$ cat src/rtl/nrst_sequencer.sv
// nrst_sequencer: synchronizes NRST_I, holds reset, then releases NRST_O bits one by one with a fixed gap
module nrst_sequencer #(
    parameter int STAGES      = 2,
    parameter int HOLD_CYCLES = 16,
    parameter int NUM_OUT     = 4,
    parameter int GAP_CYCLES  = 4
) (
    input  logic               CLK_I,
    input  logic               NRST_I,
    input  logic               SRST_REQ_I,
    output logic [NUM_OUT-1:0] NRST_O,
    output logic               RST_DONE_O,
    output logic               RST_CAUSE_O
);
    localparam int MAXC = HOLD_CYCLES > GAP_CYCLES ? HOLD_CYCLES : GAP_CYCLES;
    localparam int CW   = MAXC > 1 ? $clog2(MAXC) : 1;
    localparam int IW   = NUM_OUT > 1 ? $clog2(NUM_OUT) : 1;

    if (STAGES < 2 || HOLD_CYCLES < 1 || NUM_OUT < 1 || GAP_CYCLES < 1) begin : g_bad_param
        $error("nrst_sequencer: illegal parameter value");
    end

    typedef enum logic [1:0] {ASSERT, HOLD, RELEASE, DONE} state_t;

    state_t             state_q, state_d;
    logic [STAGES-1:0]  chain_q, chain_d;
    logic [CW-1:0]      cnt_q, cnt_d;
    logic [IW-1:0]      idx_q, idx_d;
    logic [NUM_OUT-1:0] nrst_q, nrst_d;
    logic               done_q, done_d;
    logic               cause_q, cause_d;
    logic               sync_n;

    assign sync_n      = chain_q[STAGES-1];
    assign NRST_O      = nrst_q;
    assign RST_DONE_O  = done_q;
    assign RST_CAUSE_O = cause_q;

    always_comb begin
        chain_d = {chain_q[STAGES-2:0], 1'b1};
        state_d = state_q;
        cnt_d   = cnt_q;
        idx_d   = idx_q;
        nrst_d  = nrst_q;
        done_d  = done_q;
        cause_d = cause_q;
        // a soft request overrides every other transition once the sync chain is released
        if (sync_n && SRST_REQ_I) begin
            state_d = HOLD;
            cnt_d   = CW'(HOLD_CYCLES - 1);
            nrst_d  = '0;
            done_d  = 1'b0;
            cause_d = 1'b1;
        end else begin
            case (state_q)
                ASSERT: begin
                    if (sync_n) begin
                        state_d = HOLD;
                        cnt_d   = CW'(HOLD_CYCLES - 1);
                    end
                end
                HOLD: begin
                    if (cnt_q == '0) begin
                        nrst_d[0] = 1'b1;
                        idx_d     = IW'(1);
                        cnt_d     = CW'(GAP_CYCLES - 1);
                        state_d   = NUM_OUT == 1 ? DONE : RELEASE;
                        done_d    = NUM_OUT == 1;
                    end else begin
                        cnt_d = cnt_q - CW'(1);
                    end
                end
                RELEASE: begin
                    if (cnt_q == '0) begin
                        nrst_d[idx_q] = 1'b1;
                        idx_d         = idx_q + IW'(1);
                        cnt_d         = CW'(GAP_CYCLES - 1);
                        if (idx_q == IW'(NUM_OUT - 1)) begin
                            state_d = DONE;
                            done_d  = 1'b1;
                        end
                    end else begin
                        cnt_d = cnt_q - CW'(1);
                    end
                end
                default: ;
            endcase
        end
    end

    always_ff @(posedge CLK_I or negedge NRST_I) begin
        if (!NRST_I) begin
            state_q <= ASSERT;
            chain_q <= '0;
            cnt_q   <= '0;
            idx_q   <= '0;
            nrst_q  <= '0;
            done_q  <= 1'b0;
            cause_q <= 1'b0;
        end else begin
            state_q <= state_d;
            chain_q <= chain_d;
            cnt_q   <= cnt_d;
            idx_q   <= idx_d;
            nrst_q  <= nrst_d;
            done_q  <= done_d;
            cause_q <= cause_d;
        end
    end
endmodule

$ cat config.mk
export PLATFORM = sky130hd
export DESIGN_NAME = nrst_sequencer
export DESIGN_NICKNAME = d
export VERILOG_FILES = /design/src/rtl/nrst_sequencer.sv
export SDC_FILE = /design/constraint.sdc
export NUM_CORES = 1
export LEC_CHECK = 0
export CAP_MARGIN = 40
export CORE_MARGIN = 1
export CORE_UTILIZATION = 40
export CTS_CLUSTER_DIAMETER = 200
export DETAILED_ROUTE_END_ITERATION = 6
export PLACE_DENSITY_LB_ADDON = 0.15
export SLEW_MARGIN = 10
export SYNTH_ARGS = -nofsm -noshare
export SYNTH_HDL_FRONTEND = slang
export SYNTH_SLANG_ARGS = --single-unit
$ cat constraint.sdc
create_clock -name CLK_I -period 2.34 [get_ports CLK_I]
set_clock_uncertainty 0.1 [all_clocks]
set_input_delay 0.468 -clock CLK_I [delete_from_list [all_inputs] [get_ports CLK_I]]
set_output_delay 0.468 -clock CLK_I [all_outputs]
set_load 0.02 [all_outputs]
==> results.txt, run 1 <==
For the pin with the worst max-slew slack, the measured transition is 0.576 ns. The instance count along the most critical hold path came out at 0. Setup repair after global routing left no endpoint under its margin. The clock latency at the later pin of the worst-skew pair was 0.28 ns.

The number of synthesized register bits was 16. The logs give 44.6% for the initial core utilization and 15.9% for the overall global routing resource usage. The number of endpoints with negative hold slack in the final report was 0. Among all cell types in the netlist, the one instantiated most often is dfrtp_1. Number of instances resized during post-cts repair: 0.

Synthesis handed over a netlist of 91 instances. Static timing analysis puts the maximum clock frequency at 543 MHz. The top flip-flop cell by instance count after synthesis is dfrtp_1. The depth of the worst register-to-register path came out at 6. Clock-pin slew was measured on the worst setup and hold paths at 0.09 ns. Type of the tightest min-delay check: flop to flop.

Summing the areas of all fa, ha and maj instances in the mapped netlist gives 13.7% of the synthesized area. Yosys attributes the largest share of cell area to dfrtp_1 44%, ha_1 14%, nor2_1 4.5%. The commonest cells after synthesis are 16 x dfrtp_1, 11 x nor2_1, 10 x ha_1, 10 x inv_1, 6 x a21oi_1. The worst register-to-register path has a setup slack of 0.50 ns.

The ratio of final minimum period to clock period came out at 78.7%. The tightest slew margin relative to the limit came out at 61.2%. The initial antenna violation count came out at 0. The combined area of all synthesized cells is 911 µm². In this run the mean area of a mapped cell was 10.0 µm². The sum of net half-perimeters after detailed placement was 1.22 mm. TritonCTS built the clock tree. The final max-slew violation count was 0; the average via count per standard cell was 5.22. The cell row count is 16, and the number of nets still failing antenna checks after routing is 0. The logs give 0.466 nW for the leakage power summed over all cells and 1 for the count of H-tree levels built during CTS. Largest net degree at the start of global routing: 17. The largest family of logic cells by synthesized area was compound AO/OA/AOI/OAI gates. Of the post-synthesis cell area, the part taken by muxes is 1.24%.

The number of nets handed over by synthesis was 104. For this run the aggregate overflow at the end of global routing stands at 0. Input and output buffers added on the ports amount to 8. The clock passes through at most 2 buffers.

Across the VDD grid, the largest voltage drop is 0.621 mV. The signal on the critical path passes through inv_1 -> ha_1 -> nor2_1 -> o21ai_0 -> o31a_2 -> o21a_1. The tools report the clock tree root driver cell as clkbuf_4. The number of buffers and inverters on the critical path came out at 1. The area added between synthesis and finish is 15.2%. The wire length per cell after detailed routing is 12.6 µm, and the count of synthesis-stage warnings from yosys is 0. The delay of the slowest cell on the worst path was 0.40 ns. The post-synthesis share of cell area spent on and, or, nand and nor gates is 12.1%.

The worst hold path terminates at chain_q[1]$_DFF_PN0_. The number of hold buffers added after CTS was 0. Across the run, the number of max-cap violations was 0. The category of the critical setup timing path is flop to flop. The flow ran to the end, and the final reports show no timing, DRC or antenna violations. 0 antenna diodes ended up in the layout. Y dimension of the die: 49.7 µm. Along the worst path, the maximum fanout reaches 9. The die covers 2470 µm². The endpoint identified for the worst register-to-register timing path is state_q[0]$_DFFE_PN0P_. The slowest cell on the critical path was dfrtp_1. The final layout contains routed wiring with a total length of 1.62 mm. The routed layout has 673 vias.

For this block, the initial DRC count from the detailed router was 5. Number of global-route vias before repair: 651. The kind of end point of the critical path was a flop. For the final routed database, the setup TNS stands at 0 ns. Cell count after placement: 125.

The area share of the leading cell type in the synthesized netlist is 44.0%. In the synthesized netlist the async set-or-reset flop fraction comes to 100%. The power per standard cell area was 846 nW/µm².

The first global-routing pass estimated 2.93 mm of wire. The remaining design rule violation count was 0. In the final design database the tool counted 116 nets.

The run gives 9 as the count of boundary I/O pins. Clock tree synthesis inserted a total of 3 buffers. The synthesized netlist contains 30 unique library cells. For the worst setup path, the data arrival time is 1.92 ns. Kind of start point of the critical path: a flop. The TritonCTS sink count was 16; the number of flops mapped to enable cells by yosys was 0. For the number of filler instances in the final layout, the log shows 202. Largest area contributor in the netlist: dfrtp_1.

Compound-gate portion of the synthesized area: 22.4%. The proportion of synthesized chip area in sequential cells was 44.0%. Number of cells in the finished layout apart from fillers: 129. The first detailed-routing pass took 4 iterations.

Prior to clock tree synthesis, the placed netlist has a worst setup slack of 0.393 ns. In this run the critical register-to-register path is launched from state_q[0]$_DFFE_PN0P_. Among cell families on the critical path, the largest total delay comes from compound AO/OA/AOI/OAI gates. Setup slack closes at 0.498 ns. The die outline width is 49.7 µm. For the worst setup path, the data required time is 2.42 ns. For the total setup buffers inserted after CTS, the log shows 0.

The congestion estimate from routability-driven global placement came to 0.814. Setup violations remaining at the end of the flow were counted as 0. The shortest clock period the worst path allows after layout is 1.84 ns. The startpoint of the tightest hold check path was chain_q[0]$_DFF_PN0_. In the final layout, the share of cells above drive strength 1 is 10.8%. The share of the synthesized netlist area taken by xor and xnor gates was 0%; the area of the core region was 2040 µm².
==> worst max path at each step <==
stage | from | to | slack [ns] | cells past startpoint
after floorplan | cnt_q[0]$_DFFE_PN0P_ | idx_q[0]$_DFFE_PN0P_ | 0.69 | 7
after global placement | SRST_REQ_I | cnt_q[2]$_DFFE_PN0P_ | 0.44 | 5
after detailed placement | SRST_REQ_I | state_q[0]$_DFFE_PN0P_ | 0.39 | 4
after CTS | RST_DONE_O$_DFFE_PN0P_ | RST_DONE_O | 0.49 | 1
after global routing | state_q[0]$_DFFE_PN0P_ | state_q[0]$_DFFE_PN0P_ | 0.30 | 6
final | state_q[0]$_DFFE_PN0P_ | state_q[0]$_DFFE_PN0P_ | 0.50 | 6
==> worst register-to-register path: stages (launching register included) <==
cell,delay [ns]
dfrtp_1,0.40
inv_1,0.08
ha_1,0.32
nor2_1,0.35
o21ai_0,0.17
o31a_2,0.15
o21a_1,0.17
==> routing by layer <==
| metal | vias up | part of all wire (%) | global-route usage, % |
|---|---|---|---|
| li1 | 339 | - | - |
| met1 | 322 | 51 | 22.2 |
| met2 | 10 | 45 | 23.6 |
| met3 | 2 | 3.9 | 4.63 |
| met4 | 0 | 0.74 | 4.29 |
| met5 | - | 0 | 0 |
==> cells in the final DEF (no fill, tap or decap) <==
cell type and n:
nand2_1 3, nand2b_1 2, mux2_2 1, o31a_2 1, nor2_4 1, o2111ai_1 1
o21a_1 2, clkbuf_8 1, a22o_1 1, nor3b_2 1, dfrtp_1 16, a221o_1 1
ha_1 10, inv_1 10, or3_1 1, clkbuf_4 3, a31oi_1 4, nor2_1 11
o311ai_0 1, o22a_1 1, a22oi_1 1, clkdlybuf4s50_1 8, a21bo_2 1, and2_1 1
conb_1 1, o21ai_0 5, a21oi_1 6, buf_4 1, a311oi_1 1, or3b_1 1
o22ai_1 3, a21oi_2 1
==> registers in the layout, indices dropped and copies added (netlist names) <==
signal and cells:
NRST_O 4, cnt_q 4, chain_q 2, idx_q 2, state_q 2, RST_CAUSE_O 1, RST_DONE_O 1
==> cells by family (layout without fill, tap and decap cells) <==
| kind of cell | count (synthesis) | after routing |
|---|---|---|
| compound gates | 30 | 30 |
| other cells | 1 | 1 |
| simple gates | 21 | 21 |
| fa+ha+maj | 10 | 10 |
| buf+inv | 12 | 23 |
| flops | 16 | 16 |
| mux | 1 | 1 |
==> power by group <==
group          internal, W  switching (W)
Combinational     0.000155       0.000209
Sequential        0.000316      0.0000317
Clock            0.0000947      0.0000815
==> cell type report <==
type                       instances  area, µm²  area share (%)
clock buffer                       4       36.3            3.46
inverter                          10       37.5            3.58
multi-input combinational         63        454            43.3
sequential                        16        400            38.1
tap                               27       33.8            3.22
timing repair buffer               9       87.6            8.34
==> metrics by stage <==
stage,instance area (µm²),power (W),utilization (%),hold WS (ns)
2_1_floorplan,911,0.000638,-,0.0724
3_3_place_gp,1010,0.000710,49.6,0.235
3_5_place_dp,1010,0.000714,49.6,0.235
4_1_cts,1050,0.000896,51.4,0.256
5_1_grt,1050,0.000975,51.4,0.272
6_report,1050,0.000888,51.4,0.253
No activity file was read; power rests on OpenSTA's default activity.
==> run 2, diff against run 1 <==
clock period = 1.7 ns   (was 2.34 ns; I/O delays follow)
==> run 2 against run 1 <==
Compared with the run above: sequential share of layout area shrank 5.3 points; design area increased by 16%; clock power is 12% higher; setup slack got worse by 0.45 ns; critical path type unchanged.
==> results.txt, run 2 (synthesized netlist as in run 1, its figures left out) <==
Number of clock buffers inserted by TritonCTS: 3 (unchanged). The run gives 4 (unchanged) as the number of optimization iterations in the first detailed-route pass. Number of endpoints with negative hold slack in the final report: 0 (unchanged). The signal on the critical path passes through inv_2 -> ha_4 -> or3b_4 -> buf_4 -> nand2_1 -> o21ai_0 -> o21a_1. The die outline width is 49.7 µm (unchanged).

The final estimated routing congestion in global placement was 0.831 (+2.1%). The number of inserted diodes came out at 0 (unchanged). For the number of nets still failing antenna checks after routing, the log shows 0 (unchanged). The ratio of final minimum period to clock period works out to 97.4% (+19 points). On the critical path the largest part of the delay comes from simple AND/OR/NAND/NOR gates. The largest net degree at the start of global routing is 17 (unchanged), and the detailed-route wire length is 1.81 mm (+12%). For the area of the core region, the log shows 2040 µm² (unchanged). STA classifies the critical path startpoint as a flop.

The cell count after placement is 138 (+10%). The run finished with clean final reports. The number of nets in the layout is 132 (+14%), and the post-route cell area is 1220 µm² (+16%). The top cell types in the final layout, fill and taps aside, are 16 x dfrtp_1, 16 x buf_4, 10 x nor2_1.

The clock transition at the registers of the reported paths is 0.09 ns (about the same). The path class of the tightest hold or removal check is input pin to async pin. The setup violation total in the final timing report came out at 0 (unchanged).

The largest fanout on the critical path is 5 (-4). The tree is rooted in a clkbuf_4. The final max-slew violation count is 0 (unchanged), and the delay of the slowest cell on the worst path is 0.42 ns (+0.02 ns). The run gives 2470 µm² (unchanged) as the area of the die. The run gives 0 (unchanged) as the number of violations of the max-capacitance limit. The arrival time at the worst endpoint is 1.73 ns (-0.19 ns). The fraction of layout cells with a size suffix above 1 is 29.1% (+18 points). The part of the total power dissipated in the clock network came out at 13.5% (-6.4 points).

The count of input and output buffers was 8 (unchanged); the TritonCTS sink count was 16 (unchanged). The wire length per cell after detailed routing was 12.6 µm (+0.14%); the relative contribution of combinational cells to total power was 54.5% (+14 points). The switching power summed over all nets came out at 0.000549 W (+70%).

Among all stages on the critical path, the largest delay is contributed by or3b_4. Relative to the synthesized area, the layout overhead comes to 33.9%. For the initial antenna violation count, the log shows 0 (unchanged). The sum of net half-perimeters after detailed placement came out at 1.32 mm (+7.5%). Wire length of the first global-routing pass: 2.93 mm (+0.24%). TritonCTS built the clock tree. The power per standard cell area was 1200 nW/µm² (+42%).

The number of buffers and inverters on the critical path came out at 2 (+1). Setup repair after global routing could not meet its margin everywhere. The average via count per standard cell works out to 5.01 (-4.0%). For the hold buffer count at CTS, the log shows 0 (unchanged). The timing-limited maximum frequency was 604 MHz (+11%); the initial core utilization was 44.6% (unchanged).

For the leakage power summed over all cells, the log shows 0.604 nW (+30%). Total overflow reported by the global router: 0 (unchanged). The logs give 59.7% (+8.3 points) for the post-route core utilization and 721 (+7.1%) for the total via count after detailed routing.

The overall global routing resource usage is 16.0% (+0.11 points). The number of cells in the finished layout apart from fillers is 144 (+12%), and the maximum count of clock buffers along a single path is 2 (unchanged). The critical path data required time is 1.77 ns (-0.65 ns). The run gives 184 (-8.9%) as the number of filler instances in the final layout. The part of the total power dissipated in sequential elements was 32.1% (-7.0 points).

The maximum vdd drop was 0.978 mV (+58%); the count of H-tree levels built during CTS was 1 (unchanged). The critical path in this run is classified as flop to flop. The worst setup path is captured at a flop.

The shortest clock period the worst path allows after layout is 1.66 ns (-0.187 ns), and the total internal power is 0.000919 W (+63%). The logs give 16 (+11) for the DRC violation total after the first TritonRoute iteration and 694 (+6.6%) for the number of global-route vias before repair. The y dimension of the die is 49.7 µm (unchanged), and the cell area reported after detailed placement is 1110 µm² (+9.6%). The count of boundary I/O pins is 9 (unchanged). For the clock latency at the later pin of the worst-skew pair, the log shows 0.28 ns (about the same). The tools report the cell row count as 16 (unchanged). The remaining design rule violation count is 0 (unchanged), and the net switching fraction of the power is 37.4% (+1.1 points).
[run 2: final timing paths]
kind | from | to | slack, ns | depth (start not counted)
worst max-delay path | cnt_q[0]$_DFFE_PN0P_ | cnt_q[2]$_DFFE_PN0P_ | 0.04 | 7
worst min-delay path | NRST_I | NRST_O[1]$_DFFE_PN0P_ | 0.27 | 2
worst max register to register | cnt_q[0]$_DFFE_PN0P_ | cnt_q[2]$_DFFE_PN0P_ | 0.04 | 7
worst min register to register | chain_q[0]$_DFF_PN0_ | chain_q[1]$_DFF_PN0_ | 0.27 | 0
max in group asynchronous | NRST_I | cnt_q[2]$_DFFE_PN0P_ | 1.04 | 2
min in group CLK_I | chain_q[0]$_DFF_PN0_ | chain_q[1]$_DFF_PN0_ | 0.27 | 0
[run 2: routing by layer]
metal  up-vias  GRT usage (%)  part of all wire, %
met5         -              0                    0
met4         0           9.05                 0.66
met3         2           1.85                  2.0
met2         8           24.3                   48
met1       335           21.8                   49
li1        376              -                    -
[run 2: final cells by class]
cell class	instances	area, µm²	area share (%)
timing repair buffer	25	219	17.9
multi-input combinational	63	507	41.5
sequential	16	400	32.8
clock buffer	3	22.5	1.85
inverter	10	37.5	3.08
tap	27	33.8	2.77
[run 2: repair_timing]
action / 4_1_cts / 5_1_grt
endpoints found under the setup margin: 7 / 13
resized for setup: 4 / 16
buffers inserted: 0 / 3
[run 2: power by group through the flow]
stage	registers (W)	logic, W	clock network [W]
6_report	0.000471	0.000800	0.000198
5_1_grt	0.000477	0.000884	0.000217
4_1_cts	0.000467	0.000681	0.000205
3_5_place_dp	0.000474	0.000672	0
3_3_place_gp	0.000473	0.000667	0
2_1_floorplan	0.000477	0.000401	0
[run 2: through the flow]
stage	hold slack [ns]	total power (W)	TNS [ns]	setup slack (ns)
floorplan	-0.0556	0.000878	0	0.0470
global placement	0.242	0.00114	-0.0243	-0.0243
detailed placement	0.250	0.00115	-0.376	-0.0864
CTS	0.271	0.00135	0	0.00180
global route	0.281	0.00158	-0.0250	-0.0221
finish	0.266	0.00147	0	0.0449
[run 2: worst register-to-register path: cells and delay by family (launching register included)]
family                   cells  cell delay [ns]
flip-flops                   1             0.39
adder cells (fa/ha/maj)      1             0.13
buffers and inverters        2             0.24
AND/OR/NAND/NOR              2             0.47
AO/OA/AOI/OAI                2             0.21
